File: config.mk
export PLATFORM = sky130hd
export DESIGN_NAME = model_ntm_vector_transmitter
export DESIGN_NICKNAME = d
export VERILOG_FILES = /design/src/rtl/model_ntm_vector_transmitter.sv
export SDC_FILE = /design/constraint.sdc
export NUM_CORES = 1
export LEC_CHECK = 0
export CAP_MARGIN = 20
export CORE_MARGIN = 2
export CORE_UTILIZATION = 50
export CTS_BUF_LIST = sky130_fd_sc_hd__clkbuf_8
export DETAILED_ROUTE_END_ITERATION = 8
export PLACE_DENSITY = 0.65
export RECOVER_POWER = 100
export SYNTH_ARGS = -nofsm -noshare
export SYNTH_HDL_FRONTEND = slang
export SYNTH_SLANG_ARGS = --single-unit
File: constraint.sdc
create_clock -name CLK -period 7.4 [get_ports CLK]
set_input_delay 1.85 -clock CLK [delete_from_list [all_inputs] [get_ports CLK]]
set_output_delay 1.85 -clock CLK [all_outputs]
set_load 0.005 [all_outputs]
File: src/rtl/model_ntm_vector_transmitter.sv
// model_ntm_vector_transmitter: buffers a vector and streams it element-serially over valid/ready
module model_ntm_vector_transmitter #(
    parameter int DATA_SIZE    = 64,
    parameter int CONTROL_SIZE = 4,
    parameter int ADDR_SIZE    = 4
) (
    input  logic                 CLK,
    input  logic                 RST,
    input  logic                 WRITE_ENABLE,
    input  logic [ADDR_SIZE-1:0] WRITE_ADDRESS,
    input  logic [DATA_SIZE-1:0] WRITE_DATA,
    input  logic                 START,
    input  logic [ADDR_SIZE:0]   SIZE_IN,
    input  logic                 DATA_OUT_READY,
    output logic [DATA_SIZE-1:0] DATA_OUT,
    output logic                 DATA_OUT_ENABLE,
    output logic                 READY,
    output logic                 BUSY
);
    localparam int DEPTH = 2**ADDR_SIZE;
    localparam logic [ADDR_SIZE:0] DEPTH_W = (ADDR_SIZE+1)'(DEPTH);
    typedef enum logic [CONTROL_SIZE-1:0] {
        STARTER_STATE = CONTROL_SIZE'(0),
        SEND_STATE    = CONTROL_SIZE'(1)
    } state_t;
    state_t state, state_n;
    logic [DATA_SIZE-1:0] mem [DEPTH];
    logic [ADDR_SIZE-1:0] index, index_n;
    logic [ADDR_SIZE:0]   size, size_n, size_clamp;
    logic [DATA_SIZE-1:0] data_n;
    logic                 enable_n, ready_n, busy_n, last;
    assign size_clamp = (SIZE_IN > DEPTH_W) ? DEPTH_W : SIZE_IN;
    assign last       = ({1'b0, index} + (ADDR_SIZE+1)'(1)) == size;
    // buffer has no reset so its contents survive RST
    always_ff @(posedge CLK) begin
        if (!BUSY && WRITE_ENABLE) mem[WRITE_ADDRESS] <= WRITE_DATA;
    end
    always_comb begin
        state_n  = state;
        index_n  = index;
        size_n   = size;
        data_n   = DATA_OUT;
        enable_n = DATA_OUT_ENABLE;
        ready_n  = 1'b0;
        busy_n   = BUSY;
        if (state == STARTER_STATE) begin
            if (START) begin
                size_n  = size_clamp;
                index_n = '0;
                if (size_clamp == '0) begin
                    ready_n = 1'b1;
                end else begin
                    data_n   = mem[0];
                    enable_n = 1'b1;
                    busy_n   = 1'b1;
                    state_n  = SEND_STATE;
                end
            end
        end else if (DATA_OUT_ENABLE && DATA_OUT_READY) begin
            if (last) begin
                enable_n = 1'b0;
                busy_n   = 1'b0;
                ready_n  = 1'b1;
                state_n  = STARTER_STATE;
            end else begin
                index_n = index + ADDR_SIZE'(1);
                data_n  = mem[index + ADDR_SIZE'(1)];
            end
        end
    end
    always_ff @(posedge CLK or negedge RST) begin
        if (!RST) begin
            state           <= STARTER_STATE;
            index           <= '0;
            size            <= '0;
            DATA_OUT        <= '0;
            DATA_OUT_ENABLE <= 1'b0;
            READY           <= 1'b0;
            BUSY            <= 1'b0;
        end else begin
            state           <= state_n;
            index           <= index_n;
            size            <= size_n;
            DATA_OUT        <= data_n;
            DATA_OUT_ENABLE <= enable_n;
            READY           <= ready_n;
            BUSY            <= busy_n;
        end
    end
endmodule

Yosys cells after proc, flatten, opt, wreduce, memory -nomap -nowiden
Memories as Yosys holds them, arrays and structs flattened.
Cells that the tools add are included.
{"block": "op_classes", "addsub": 2, "mul": 0, "div": 0, "n_lt_le_gt_ge": 1, "eq_ne": 4, "shift": 0, "n_mux": 27, "n_bitwise": 0, "n_reduce_logical": 11}
{"op": "$mux W64", "count": 5}
{"op": "$mux W4", "count": 9}
{"op": "$mux W1", "count": 12}
{"op": "$reduce_and A4 Y1", "count": 2}
{"op": "$add A4 B1 Y5 const B", "count": 1}
{"op": "$eq A5 B5 Y1", "count": 1}
{"op": "$gt A5 B5 Y1 const B", "count": 1}
{"op": "$logic_not A5 Y1", "count": 1}
{"op": "$mux W5", "count": 1}
{"op": "$add A4 B1 Y4 const B", "count": 1}
{"op": "$logic_not A4 Y1", "count": 1}
{"op": "$ne A2 B2 Y1 const B", "count": 2}
{"op": "$reduce_bool A2 Y1", "count": 2}
{"op": "$reduce_and A3 Y1", "count": 1}
{"op": "$logic_and A1 B1 Y1", "count": 2}
{"op": "$ne A2 B1 Y1 const B", "count": 1}
{"op": "$reduce_and A2 Y1", "count": 1}
{"op": "$logic_not A1 Y1", "count": 1}
{"block": "word_totals", "ff_bits": 79, "latch_bits": 0, "ramBits": 1024, "romBits": 0, "output_inout_bits": 67, "word_cells": 52, "mem_count": 1}
{"name": "mem", "words": 16, "word_bits": 64, "read_ports": 2, "rd_clocked_by_memory_dff": 0, "write_ports": 1, "line_no": "27", "rtl": "logic [DATA_SIZE-1:0] mem [DEPTH];"}

Logic depth before layout (Yosys ltp)
Gate-level depths: netlist (run 1).
{"block": "logic_depth", "depth_word": 6, "depth_mapped": 9, "depth_no_buf": 6}

Least setup slack after synthesis (run 1)
OpenSTA, ideal clock, no wires.
{"block": "synth_timing", "path_kind": "input-to-reg", "startpoint": "input port WRITE_ENABLE", "endpoint": "memory mem[2][0] (enable)", "setup_ns": 0.565, "arrival_ns": 6.753, "required_time_ns": 6.835, "setup_slack_ns": 0.082, "stages": 3, "path_buffers": 0, "cell_sequence": "nand2_1 or3b_2 nor3_1"}
{"block": "synth_between", "elab_chain_cells": 3}
{"item": "start, declared", "line_no": "9", "rtl": "input logic WRITE_ENABLE,"}
{"item": "$logic_and A1 B1 Y1", "line_no": "36", "rtl": "if (!BUSY && WRITE_ENABLE) mem[WRITE_ADDRESS] <= WRITE_DATA;"}
{"item": "$mux W1", "line_no": "36"}
{"item": "$mux W1 (implied by the code)", "line_no": "36"}
{"item": "end, declared", "line_no": "27"}
No other way between the ends.

Worst setup path in the final report (run 1)
{"block": "layout_timing", "startpoint": "input port WRITE_ENABLE", "endpoint": "memory mem[2][26] (enable)"}
The elaborated chain is that of the path after synthesis.

==> results.py, run 1 <==
metrics = {
    "cells_and_area": {
        "drive_gt1_share_pct": 23.13,
        "n_fill_cell": 6151,
        "area_growth_syn_to_layout_pct": 13.60,
        "fin_nets": 2394,
        "final_util_pct": 57.41,
    },
    "worst_setup_path": {
        "reg2reg_depth": 6,
        "critPathLaunchType": "input port",
        "crit_arrival_ps": 6210,
        "cp-startpoint": "WRITE_ENABLE",
        "critical_path_class": "input port to flop",
        "crit_path_max_fanout": 36,
        "cp_data_required_time_ps": 7830,
        "rr_startpoint": "state[0]",
        "critPathCaptureType": "flop",
    },
    "sta": {
        "rsz0062_at_grt": "false",
        "slew_viol_final": 652,
        "relSlewSlack_pct": -129.2,
        "finalSetupViolCount": 0,
        "fmax_mhz": 173.0,
        "period_share_pct": 78.12,
        "fin_crit_ps": 5781,
        "worstMarginPinSlew_ps": 3438,
        "fin_ws_ps": 1619,
        "tns_ps": 0,
        "fin_skew_ps": 32.77,
        "finalHoldViolations": 0,
    },
    "synthesis": {
        "ys_ff_latch": 1099,
        "ys_seq_area_share_pct": 77.15,
        "syn_avg_cell_area_um2": 20.22,
        "synth_cell_types": 41,
        "synth_edf_count": 1024,
        "syn-num-nets": 2171,
        "synthArstFlopShare_pct": 6.824,
        "ys_warn_count": 0,
        "synthFlopType": "edfxtp_1",
        "syn_area_um2": 42290,
        "postSynthCellCount": 2092,
    },
    "clock_network": {
        "cts.path.max_buffers": 3,
        "clk_pin_slew_ps": 60,
        "cts_buffers": 170,
        "h-tree-depth": 4,
        "hold_buffers": 0,
        "cts_sinks": 1099,
        "cts_resized": 0,
        "cts_tree": "done",
        "post-cts-setup-buffers": 0,
        "clock_latency_ps": 820,
        "cts-root-buf": "clkbuf_8",
    },
    "floorplan": {
        "dieWidth_um": 294.8,
        "io_pins": 145,
        "start_util_pct": 50.53,
        "dieArea_um2": 86920,
        "core_area_um2": 83690,
        "die_h_um": 294.8,
        "rows": 106,
    },
    "place": {
        "portBuffers": 144,
        "dp_hpwl_um": 50570,
        "gp_congestion": 0.7607,
        "pre_cts_slack_ps": 2507,
    },
    "route": {
        "firstDrtPassIters": 5,
        "route.vias.total": 21570,
        "avgRoutedWirePerCell_um": 26.90,
        "route.antenna.remaining_nets": 0,
        "vias_per_cell": 6.004,
        "wl_um": 96630,
        "drc": 0,
        "drt_iter0_markers": 2093,
    },
    "status": {
        "status": "finished with violations",
        "violations": "capacitance limit, slew limit",
    },
    "power": {
        "p_sw_mw": 6.223,
        "ir_drop_v": 0.0005433,
        "netSwitchingFraction_pct": 33.74,
        "p_clk_share_pct": 25.0,
        "total_leakage_power_nw": 15.61,
        "p_seq_share_pct": 40.1,
        "p_comb_share_pct": 34.8,
        "p_int_mw": 12.22,
        "power_density_nw_per_um2": 383.9,
    },
    "global_routing": {
        "grt_start_max_net_pins": 130,
        "overflow": 0,
        "grt.total_usage_pct": 22.66,
        "grt_pass1_wl_um": 144200,
        "grt_pass1_vias": 22630,
        "antenna_found_initial": 5,
    },
    "worst_hold_path": {
        "hp-class": "flop to flop",
        "hp-start": "DATA_OUT[37]",
        "hold_depth": 1,
    },
    "run": {
        "cap_violations": 24,
    },
}
-- path summary, 6_finish.rpt --
check,end,slack (ps)
setup / recovery,mem[2][26],1620
hold / removal,DATA_OUT[37],510
setup reg to reg,mem[2][26],1950
hold reg to reg,DATA_OUT[37],510
max in group asynchronous,state[0],3230
min in group asynchronous,DATA_OUT[33],2040
-- placed cells by master (no fill, tap or decap), drive strengths merged, types with 67 or more instances in the layout --
cell / netlist / layout
mux2: 127 / 127
a21oi: 67 / 67
o22ai: 127 / 127
dfrtp: 75 / 75
nand2: 144 / 144
dlygate4sd3: 0 / 133
edfxtp: 1024 / 1024
inv: 3 / 94
clkbuf: 62 / 198
mux4: 193 / 193
-- Yosys cell counts (2+ instances only) --
cell type | instances | area (um^2)
a21oi_1 | 67 | 335.3
a22o_1 | 64 | 560.5
a31oi_1 | 2 | 12.51
a41oi_1 | 64 | 560.5
buf_1 | 6 | 22.52
buf_2 | 62 | 310.3
buf_4 | 2 | 15.01
buf_6 | 6 | 67.56
clkbuf_1 | 62 | 232.7
dfrtp_1 | 75 | 1877
edfxtp_1 | 1024 | 30750
inv_1 | 3 | 11.26
mux2_2 | 127 | 1430
mux4_2 | 193 | 4347
nand2_1 | 144 | 540.5
nand2b_1 | 7 | 43.79
nand3_1 | 2 | 10.01
nand4_1 | 2 | 12.51
nor2_1 | 17 | 63.81
nor3_1 | 6 | 30.03
o21ai_0 | 4 | 20.02
o22ai_1 | 127 | 794.5
or3_1 | 2 | 12.51
xnor2_1 | 5 | 43.79
xor2_1 | 3 | 26.28
-- cells by family (layout without fill, tap and decap cells) --
| family | Yosys count | count (layout) | share of synthesized area, % |
|---|---|---|---|
| compound gates | 333 | 333 | 5.521 |
| xor+xnor | 9 | 9 | 0.2189 |
| fa+ha+maj | 1 | 1 | 0.02958 |
| buf+inv | 141 | 505 | 1.559 |
| flops | 1099 | 1099 | 77.15 |
| mux | 322 | 322 | 13.72 |
| other cells | 0 | 2 | 0 |
| simple gates | 187 | 187 | 1.808 |
-- metal layers --
metal	vias to the layer above	track usage, %	wire length, um
met4	4	6.682	1698
met3	137	5.414	7851
met1	11320	32.66	41740
met2	919	34.71	45310
li1	9191	-	-
met5	-	0	34
-- final cells by class --
| class | count | area (um^2) | area share [%] |
|---|---|---|---|
| diodes | 2 | 5.005 | 0.01042 |
| well taps | 1134 | 1419 | 2.953 |
| multi-input cells | 852 | 9105 | 18.95 |
| clock inverters | 135 | 664.4 | 1.383 |
| repair buffers | 189 | 1753 | 3.649 |
| clock buffers | 178 | 2450 | 5.099 |
| inverters | 3 | 11.26 | 0.02344 |
| flip-flops and latches | 1099 | 32630 | 67.93 |
-- critical path, stage by stage --
cell and delay [ps]:
dlygate4sd3_1 580, nand2_1 100, or3b_2 540, nor3_1 240
clkbuf_1 2130, buf_4 720
-- registers in the layout, indices dropped and copies added, names as in the netlist --
signal / cells
mem: 1024
DATA_OUT: 64
size: 5
index: 4
READY: 1
state: 1
-- power by group through the flow --
stage / combinational, mW / sequential (mW) / clock (mW)
floorplan: 4.55 / 7.35 / 0
global placement: 6.46 / 7.54 / 0
detailed placement: 6.53 / 7.54 / 0
CTS: 6.55 / 7.41 / 4.72
global route: 6.92 / 7.43 / 4.97
finish: 6.42 / 7.40 / 4.62
-- per-stage QoR --
stage          std cells  hold WS, ps  area, um^2  power [mW]
4_1_cts             3588        513.5       48200       18.68
5_1_grt             3591        525.4       48040       19.32
2_1_floorplan       2092        460.7       42290       11.90
3_5_place_dp        3275        496.7       45090       14.07
6_report            3592        508.6       48040       18.44
3_3_place_gp        3275        487.6       45090       13.99
Note: power is estimated with default switching activity, not from simulation.
==> run 2: changes to the inputs <==
--- a/config.mk
+++ b/config.mk
@@ -10,7 +10,7 @@
 export CORE_UTILIZATION = 50
 export CTS_BUF_LIST = sky130_fd_sc_hd__clkbuf_8
 export DETAILED_ROUTE_END_ITERATION = 8
-export PLACE_DENSITY = 0.65
+export PLACE_DENSITY = 0.68
 export RECOVER_POWER = 100
 export SYNTH_ARGS = -nofsm -noshare
 export SYNTH_HDL_FRONTEND = slang
==> constraint.sdc (replaced) <==
create_clock -name CLK -period 5.28 [get_ports CLK]
set_input_delay 1.32 -clock CLK [delete_from_list [all_inputs] [get_ports CLK]]
set_output_delay 1.32 -clock CLK [all_outputs]
set_load 0.005 [all_outputs]
==> results.py, run 2 (synthesis results as in run 1) <==
metrics = {
    "status": {
        "status": "finished with violations",
        "violations": "capacitance limit, slew limit",
    },
    "sta": {
        "tns_ps": 0,
        "fin_skew_ps": 38.58,
        "slew_viol_final": 474,
        "whs_ps": 518.6,
        "finalHoldViolations": 0,
        "period_share_pct": 82.67,
        "fin_crit_ps": 4365,
        "fmax_mhz": 229.1,
        "worstMarginPinSlew_ps": 2732,
        "finalSetupViolCount": 0,
        "relSlewSlack_pct": -82.12,
        "rsz0062_at_grt": "false",
    },
    "route": {
        "wl_um": 98500,
        "route.antenna.remaining_nets": 0,
        "drc": 0,
        "avgRoutedWirePerCell_um": 27.42,
        "firstDrtPassIters": 5,
        "vias_per_cell": 6.063,
        "drt_iter0_markers": 2180,
        "route.vias.total": 21780,
    },
    "cells_and_area": {
        "regArea_um2": 32630,
        "final_common_cell": "edfxtp_1",
        "most-common-layout-cells": "1024 x edfxtp_1, 194 x clkbuf_8, 193 x mux4_2, 142 x nand2_1, 131 x dlygate4sd3_1",
        "n_fill_cell": 6033,
        "largest_reg_flops": 1024,
        "regMostFlops": "mem",
        "fin_nets": 2393,
        "stdcell_area_um2": 48360,
        "drive_gt1_share_pct": 24.47,
        "multi_input_area_um2": 9161,
        "area_growth_syn_to_layout_pct": 14.35,
        "reg_top3": "mem x1024, DATA_OUT x64, size x5",
    },
    "global_routing": {
        "gr-max-usage-layer": "met2",
        "use_met2_pct": 36.59,
        "grt.total_usage_pct": 23.09,
        "antenna_found_initial": 14,
        "grt_pass1_vias": 22750,
        "met1_usage_pct": 31.92,
        "grt_pass1_wl_um": 146000,
        "grt_start_max_net_pins": 136,
        "overflow": 0,
        "grtUsageMet3_pct": 5.889,
    },
    "power": {
        "ir_drop_v": 0.001037,
        "total_leakage_power_nw": 15.62,
        "power_density_nw_per_um2": 543.1,
    },
    "clock_network": {
        "hold_buffers": 0,
        "cts_sinks": 1099,
        "post-cts-setup-buffers": 0,
        "clk_pin_slew_ps": 60,
        "clock_latency_ps": 840,
        "cts_buffers": 167,
        "cts_tree": "done",
        "h-tree-depth": 4,
        "cts_resized": 0,
        "cts.path.max_buffers": 3,
        "cts-root-buf": "clkbuf_8",
    },
    "run": {
        "cap_violations": 14,
    },
    "place": {
        "portBuffers": 144,
        "gp_congestion": 0.7430,
        "place_area_um2": 45250,
        "dp_hpwl_um": 50750,
    },
    "floorplan": {
        "rows": 106,
        "core_area_um2": 83690,
        "die_h_um": 294.8,
        "dieWidth_um": 294.8,
        "start_util_pct": 50.53,
        "io_pins": 145,
        "dieArea_um2": 86920,
    },
    "worst_hold_path": {
        "hp-class": "flop to flop",
    },
    "worst_setup_path": {
        "crit_path_max_fanout": 44,
        "cp_data_required_time_ps": 5640,
        "critPathCaptureType": "flop",
        "critical_path_class": "flop to flop",
        "crit_arrival_ps": 4730,
        "critPathLaunchType": "flop",
    },
}
## run 2: cell types whose count changed in the layout (fill, tap and decap cells not counted), sizes merged, moves of 3 or more
cell and change:
clkinvlp +3, clkinv +5, diode +4, buf -4
bufinv +3, inv -33, clkbuf +22
## run 2: area by class of cell
| class | count | area share, % |
|---|---|---|
| Tap cell | 1134 | 2.934 |
| Antenna cell | 6 | 0.03105 |
| Inverter | 3 | 0.02329 |
| Clock inverter | 113 | 1.229 |
| Timing Repair Buffer | 191 | 3.832 |
| Clock buffer | 194 | 5.521 |
| Sequential cell | 1099 | 67.48 |
| Multi-Input combinational cell | 852 | 18.94 |
## run 2: worst max-delay path, stage by stage, from the launching register on
cell and delay (ps):
dfrtp_4 720, inv_1 440, nand4_1 430, nor3_4 290, clkbuf_1 1960
## run 2: routing by layer
metal	routed length, um	up-vias	share of wire [%]
li1	-	9200	-
met1	40660	11490	41
met2	47220	918	48
met3	8425	161	8.6
met4	2122	12	2.2
met5	71	-	0.072
## run 2: final timing paths
path / from / end / slack, ps / depth (start not counted)
min in group asynchronous: RST / DATA_OUT[44] / 640 / 1
max reg2reg: state[0] / mem[3][34] / 920 / 4
min reg2reg: size[2] / size[2] / 520 / 2
max in group asynchronous: RST / DATA_OUT[29] / 2180 / 2
max: state[0] / mem[3][34] / 920 / 4
min: size[2] / size[2] / 520 / 2
## run 2: through the flow
stage	util, %	power, mW	cells	setup WS (ps)
floorplan	-	16.68	2092	210.6
global placement	54.07	19.71	3278	1158
detailed placement	54.07	19.86	3278	1147
CTS	57.97	26.58	3585	1537
global route	57.78	27.45	3591	721.2
finish	57.78	26.26	3592	915.2
## run 2: power breakdown
group          switching [mW]  internal, mW
Combinational            5.09          3.99
Clock                    3.21          3.55
Sequential              0.476          9.95
